### src/rtl/mem_arbiter_if.sv
// Bus bundle between two requesters, the arbiter and a registered-output memory.
// The slave view belongs to the arbiter; the master view belongs to the requesters and memory.
interface mem_arbiter_if #(
  parameter int ADDR_W = 4,
  parameter int DATA_W = 4
);
  logic              req0, req1;
  logic              we0, we1;
  logic [ADDR_W-1:0] addr0, addr1;
  logic [DATA_W-1:0] wdata0, wdata1;
  logic              ack0, ack1;
  logic [DATA_W-1:0] rdata0, rdata1;
  logic              mem_wr, mem_rd;
  logic [ADDR_W-1:0] mem_a;
  logic [DATA_W-1:0] mem_din, mem_q;
  logic              busy;

  modport slave (
    input  req0, req1, we0, we1, addr0, addr1, wdata0, wdata1, mem_q,
    output ack0, ack1, rdata0, rdata1, mem_wr, mem_rd, mem_a, mem_din, busy
  );

  modport master (
    output req0, req1, we0, we1, addr0, addr1, wdata0, wdata1, mem_q,
    input  ack0, ack1, rdata0, rdata1, mem_wr, mem_rd, mem_a, mem_din, busy
  );
endinterface

### src/rtl/mem_arbiter.sv
// Two-port round-robin arbiter in front of a single memory with a one-cycle read latency.
// Each transaction takes four cycles: IDLE (grant), ISSUE (strobe), CAPT (data returns), DONE (ack).
module mem_arbiter_port #(
  parameter int DATA_W = 4
) (
  input  logic              clk,
  input  logic              rst,
  input  logic              sel,
  input  logic              done,
  input  logic              load,
  input  logic [DATA_W-1:0] mem_q,
  output logic              ack,
  output logic [DATA_W-1:0] rdata
);
  assign ack = done & sel;

  always_ff @(posedge clk or posedge rst) begin
    if (rst)              rdata <= '0;
    else if (load && sel) rdata <= mem_q;
  end
endmodule

module mem_arbiter #(
  parameter int ADDR_W = 4,
  parameter int DATA_W = 4
) (
  input  logic          clk,
  input  logic          rst,
  mem_arbiter_if.slave  bus
);
  localparam int NUM_PORTS = 2;

  typedef enum logic [1:0] {IDLE, ISSUE, CAPT, DONE} state_t;

  state_t            state, state_nxt;
  logic              grant, winner, prio;
  logic              lat_we, lat_id;
  logic [ADDR_W-1:0] lat_addr;
  logic [DATA_W-1:0] lat_data;

  logic [NUM_PORTS-1:0]             ack_vec;
  logic [NUM_PORTS-1:0][DATA_W-1:0] rdata_vec;

  // prio names the port that wins a tie; it flips away from each winner
  always_comb begin
    winner = 1'b0;
    if (bus.req0 && bus.req1) winner = prio;
    else if (bus.req1)        winner = 1'b1;
  end

  always_comb begin
    state_nxt = state;
    grant     = 1'b0;
    case (state)
      IDLE: begin
        if (bus.req0 || bus.req1) begin
          state_nxt = ISSUE;
          grant     = 1'b1;
        end
      end
      ISSUE:   state_nxt = CAPT;
      CAPT:    state_nxt = DONE;
      DONE:    state_nxt = IDLE;
      default: state_nxt = IDLE;
    endcase
  end

  always_ff @(posedge clk or posedge rst) begin
    if (rst) state <= IDLE;
    else     state <= state_nxt;
  end

  always_ff @(posedge clk or posedge rst) begin
    if (rst) begin
      lat_we   <= 1'b0;
      lat_id   <= 1'b0;
      lat_addr <= '0;
      lat_data <= '0;
      prio     <= 1'b0;
    end else if (grant) begin
      lat_we   <= winner ? bus.we1    : bus.we0;
      lat_addr <= winner ? bus.addr1  : bus.addr0;
      lat_data <= winner ? bus.wdata1 : bus.wdata0;
      lat_id   <= winner;
      prio     <= ~winner;
    end
  end

  for (genvar i = 0; i < NUM_PORTS; i++) begin : g_port
    mem_arbiter_port #(.DATA_W(DATA_W)) u_port (
      .clk   (clk),
      .rst   (rst),
      .sel   (lat_id == 1'(i)),
      .done  (state == DONE),
      .load  ((state == CAPT) && !lat_we),
      .mem_q (bus.mem_q),
      .ack   (ack_vec[i]),
      .rdata (rdata_vec[i])
    );
  end

  // strobes decode the state directly so an async reset kills them at once
  assign bus.mem_wr  = (state == ISSUE) &&  lat_we;
  assign bus.mem_rd  = (state == ISSUE) && !lat_we;
  assign bus.mem_a   = lat_addr;
  assign bus.mem_din = lat_data;
  assign bus.busy    = (state != IDLE);
  assign bus.ack0    = ack_vec[0];
  assign bus.ack1    = ack_vec[1];
  assign bus.rdata0  = rdata_vec[0];
  assign bus.rdata1  = rdata_vec[1];
endmodule

### src/flat_wrapper.sv
// flat-port wrapper written by rule: the top's interface ports become plain ports
module mem_arbiter_flat 
#(
  parameter int ADDR_W = 4,
  parameter int DATA_W = 4
)
  (clk, rst, bus_req0, bus_req1, bus_we0, bus_we1, bus_addr0, bus_addr1, bus_wdata0, bus_wdata1, bus_mem_q, bus_ack0, bus_ack1, bus_rdata0, bus_rdata1, bus_mem_wr, bus_mem_rd, bus_mem_a, bus_mem_din, bus_busy);
  mem_arbiter_if #(.ADDR_W(ADDR_W), .DATA_W(DATA_W)) bus_i ();
  input  logic clk;
  input  logic rst;
  input wire logic [$bits(bus_i.req0)-1:0] bus_req0;
  input wire logic [$bits(bus_i.req1)-1:0] bus_req1;
  input wire logic [$bits(bus_i.we0)-1:0] bus_we0;
  input wire logic [$bits(bus_i.we1)-1:0] bus_we1;
  input wire logic [$bits(bus_i.addr0)-1:0] bus_addr0;
  input wire logic [$bits(bus_i.addr1)-1:0] bus_addr1;
  input wire logic [$bits(bus_i.wdata0)-1:0] bus_wdata0;
  input wire logic [$bits(bus_i.wdata1)-1:0] bus_wdata1;
  input wire logic [$bits(bus_i.mem_q)-1:0] bus_mem_q;
  output wire logic [$bits(bus_i.ack0)-1:0] bus_ack0;
  output wire logic [$bits(bus_i.ack1)-1:0] bus_ack1;
  output wire logic [$bits(bus_i.rdata0)-1:0] bus_rdata0;
  output wire logic [$bits(bus_i.rdata1)-1:0] bus_rdata1;
  output wire logic [$bits(bus_i.mem_wr)-1:0] bus_mem_wr;
  output wire logic [$bits(bus_i.mem_rd)-1:0] bus_mem_rd;
  output wire logic [$bits(bus_i.mem_a)-1:0] bus_mem_a;
  output wire logic [$bits(bus_i.mem_din)-1:0] bus_mem_din;
  output wire logic [$bits(bus_i.busy)-1:0] bus_busy;
  assign bus_i.req0 = bus_req0;
  assign bus_i.req1 = bus_req1;
  assign bus_i.we0 = bus_we0;
  assign bus_i.we1 = bus_we1;
  assign bus_i.addr0 = bus_addr0;
  assign bus_i.addr1 = bus_addr1;
  assign bus_i.wdata0 = bus_wdata0;
  assign bus_i.wdata1 = bus_wdata1;
  assign bus_i.mem_q = bus_mem_q;
  assign bus_ack0 = bus_i.ack0;
  assign bus_ack1 = bus_i.ack1;
  assign bus_rdata0 = bus_i.rdata0;
  assign bus_rdata1 = bus_i.rdata1;
  assign bus_mem_wr = bus_i.mem_wr;
  assign bus_mem_rd = bus_i.mem_rd;
  assign bus_mem_a = bus_i.mem_a;
  assign bus_mem_din = bus_i.mem_din;
  assign bus_busy = bus_i.busy;
  mem_arbiter #(.ADDR_W(ADDR_W), .DATA_W(DATA_W)) u_core (.clk(clk), .rst(rst), .bus(bus_i));
endmodule
### config.mk
export PLATFORM = sky130hd
export DESIGN_NAME = mem_arbiter_flat
export DESIGN_NICKNAME = d
export VERILOG_FILES = /design/src/rtl/mem_arbiter_if.sv /design/src/rtl/mem_arbiter.sv /design/src/flat_wrapper.sv
export SDC_FILE = /design/constraint.sdc
export NUM_CORES = 1
export LEC_CHECK = 0
export ABC_AREA = 1
export CAP_MARGIN = 10
export CORE_MARGIN = 4
export CORE_UTILIZATION = 36
export CTS_CLUSTER_DIAMETER = 150
export DETAILED_ROUTE_END_ITERATION = 16
export MAX_ROUTING_LAYER = met4
export PLACE_DENSITY = 0.74
export SLEW_MARGIN = 30
export SYNTH_ARGS = -nofsm -noshare
export SYNTH_HDL_FRONTEND = slang
export SYNTH_SLANG_ARGS = --single-unit
### constraint.sdc
create_clock -name clk -period 1.3 [get_ports clk]
set_clock_uncertainty 0.05 [all_clocks]
set_input_delay 0.195 -clock clk [delete_from_list [all_inputs] [get_ports clk]]
set_output_delay 0.195 -clock clk [all_outputs]
set_load 0.03 [all_outputs]
==> qor.yml <==
row_count: 19
final_util_pct: 65.7
io_buffers: 46
setup_violations: 11
grt_start_max_net_pins: 22
drc: 0
root_buffer: "clkbuf_4"
firstDrtPassIters: 4
end_kind: "output port"
coreArea_mm2: 0.00283
irDropWorstVdd_mv: 1.20
path_max_fanout: 3
drtIter0Drc: 42
synth.distinct_cells: 15
crit_required_ns: 1.05
netlist_area_mm2: 0.00110
dpl_cell_area_mm2: 0.00164
crit_start: "u_core.state[1]$_DFFE_PP0P_"
seq_area_frac_synth_pct: 47.7
post-route-min-period_ns: 1.49
path_cells: "inv_2 > ha_4 > buf_6 > inv_2 > buf_6"
holdCritPathClass: "input port to async pin"
grt_usage_pct: 15.6
chipHeight_um: 63.3
cts_buffer_depth: 2
ys_warn_count: 0
final_area_mm2: 0.00186
synth_area_leaders: "dfrtp_1 48%, nand2_1 14%, inv_1 11%"
grt_pass1_wl_um: 5040
place_hpwl_um: 2140
hold_buffers: 0
run_status: "complete, but fails checks"
synth_top_flop_cell: "dfrtp_1"
path_class: "register to output port"
startpoint_type: "register"
worst_pin_slew_ns: 0.297
yosysMostFrequentCell: "nand2_1"
report.final.slew_viol_count: 0
gp_congestion: 0.888
htreeDepth: 1
drive_above_1_share_pct: 34.0
dieArea_mm2: 0.00401
max_cap_violations: 0
num_vias: 1086
ys_async_sr_fraction_pct: 100
antenna_found_initial: 0
ff_latch_area_um2: 526
grt_overflow: 0
p_leak_nw: 0.963
initial_utilization_pct: 39.0
via_per_inst: 4.64
cpMaxStageDelayCell: "dfrtp_1"
syn2layout_area_growth_pct: 68.6
fill_cells: 238
multi_input_area_um2: 564
yosysTopAreaCellShare_pct: 47.7
cts.sinks: 21
reg2reg_from: "u_core.state[1]$_DFFE_PP0P_"
hold_ws_ns: 0.170
syn_area_per_cell_um2: 7.71
power_density_mw_per_mm2: 2280
synth_fp_nets: 174
insertion_delay_ns: 0.29
antenna_left: 0
cpLargestDelayFamily: "flip-flops"
antenna_cells: 0
io_pins: 47
clkTransAtPathRegs_ns: 0.12
grt_setup_unrepaired: "yes"
grt_pass1_vias: 1163
layout.nets: 235
arrival_ns: 1.24
postSynthCellCount: 143
hold_viol: 0
yosys_register_bits: 21
max_slew_margin_pct: 80.1
die-width_um: 63.3
max_freq_ghz: 0.673
cp_slowest_stage_delay_ns: 0.42
synth_edf_count: 0
fin_setup_tns_ns: -1.20
violations: "setup timing"
ys_top_cells_by_count: "41 x nand2_1, 33 x inv_1, 21 x dfrtp_1, 19 x nand3_1, 11 x o21ai_0"
synth_top_cell_by_area: "dfrtp_1"
period_share_pct: 114
setup_slack_ns: -0.185
postRouteWirelength_um: 2780
cts_buffers: 3
cts_tree: "yes"
wl_per_cell_um: 11.9
path_buf_inv: 4
[cells by family (layout without fill, tap and decap cells)]
logic type / after synthesis / in the layout / share of synthesized area, %
compound gates: 14 / 14 / 6.70
fa+ha+maj: 5 / 5 / 5.68
flops: 21 / 21 / 47.7
simple gates: 66 / 66 / 25.9
buf+inv: 37 / 97 / 14.1
[worst register-to-register path, stage by stage (launching register included)]
cell,delay (ns)
dfrtp_1,0.42
buf_6,0.13
buf_4,0.13
ha_4,0.17
nand3b_1,0.24
nand2_1,0.09
o21ai_1,0.08
[area by class of cell]
type                       count  share of cell area [%]
multi-input combinational     85                    30.4
timing repair buffer          59                    30.2
sequential                    21                    28.3
inverter                      33                    6.94
tap                           31                    2.09
clock buffer                   3                    1.21
timing repair inverter         1                   0.606
clock inverter                 1                   0.269
[state kept, by name (all words and copies together) (netlist names)]
register / flops
u_core.lat_we: 1
u_core.g_port.u_port.rdata: 8
u_core.prio: 1
u_core.bus.mem_a: 4
u_core.lat_id: 1
u_core.state: 2
u_core.bus.mem_din: 4
[per-layer routing]
layer | global-route usage (%) | vias up | part of all wire (%)
li1 | - | 555 | -
met1 | 20.5 | 484 | 48
met4 | 3.50 | 0 | 0.36
met5 | - | - | 0
met3 | 3.55 | 2 | 7.4
met2 | 24.6 | 45 | 44
[through the flow]
stage          instances  total power, mW  setup slack [ns]
5_1_grt              234             4.60            -0.252
3_3_place_gp         225             3.49           -0.0714
4_1_cts              232             4.11            -0.209
6_report             234             4.24            -0.185
3_5_place_dp         225             3.56            -0.106
2_1_floorplan        143             2.53            0.0791
[power by group]
part           internal, mW  total (mW)  leakage (nW)  switching (mW)
clock network         0.114       0.299        0.0177           0.185
registers             0.985        1.21         0.255           0.225
logic                  1.13        2.73         0.690            1.60
total                  2.23        4.24         0.963            2.01
[cell usage in the layout (no fill, tap or decap), types with 5 or more instances in the layout]
cell type and n:
buf_4 8, buf_6 10, clkbuf_2 6, clkdlybuf4s15_2 7, clkdlybuf4s50_1 25, dfrtp_1 21
inv_1 27, inv_2 5, nand2_1 38, nand3_1 9, nand3_2 8, o21ai_1 8
[repair_timing]
| item | 4_1_cts | 5_1_grt |
|---|---|---|
| pin swaps | 8 | 10 |
| setup buffers | 3 | 2 |
| cloned | 0 | 1 |
| endpoints found under the setup margin | 27 | 33 |
| gates resized for setup | 71 | 34 |
[path summary, 6_finish.rpt]
check	endpoint	slack, ns	cells after the start
max	bus_busy	-0.19	5
min	u_core.g_port[1].u_port.rdata[0]$_DFFE_PP0P_	0.17	3
max reg2reg	u_core.g_port[0].u_port.rdata[1]$_DFFE_PP0P_	-0.09	6
min reg2reg	u_core.g_port[0].u_port.rdata[2]$_DFFE_PP0P_	0.45	2
max in group asynchronous	u_core.g_port[0].u_port.rdata[2]$_DFFE_PP0P_	0.81	3
min in group clk	u_core.g_port[1].u_port.rdata[2]$_DFFE_PP0P_	0.43	3
(Power assumes the default switching activity.)
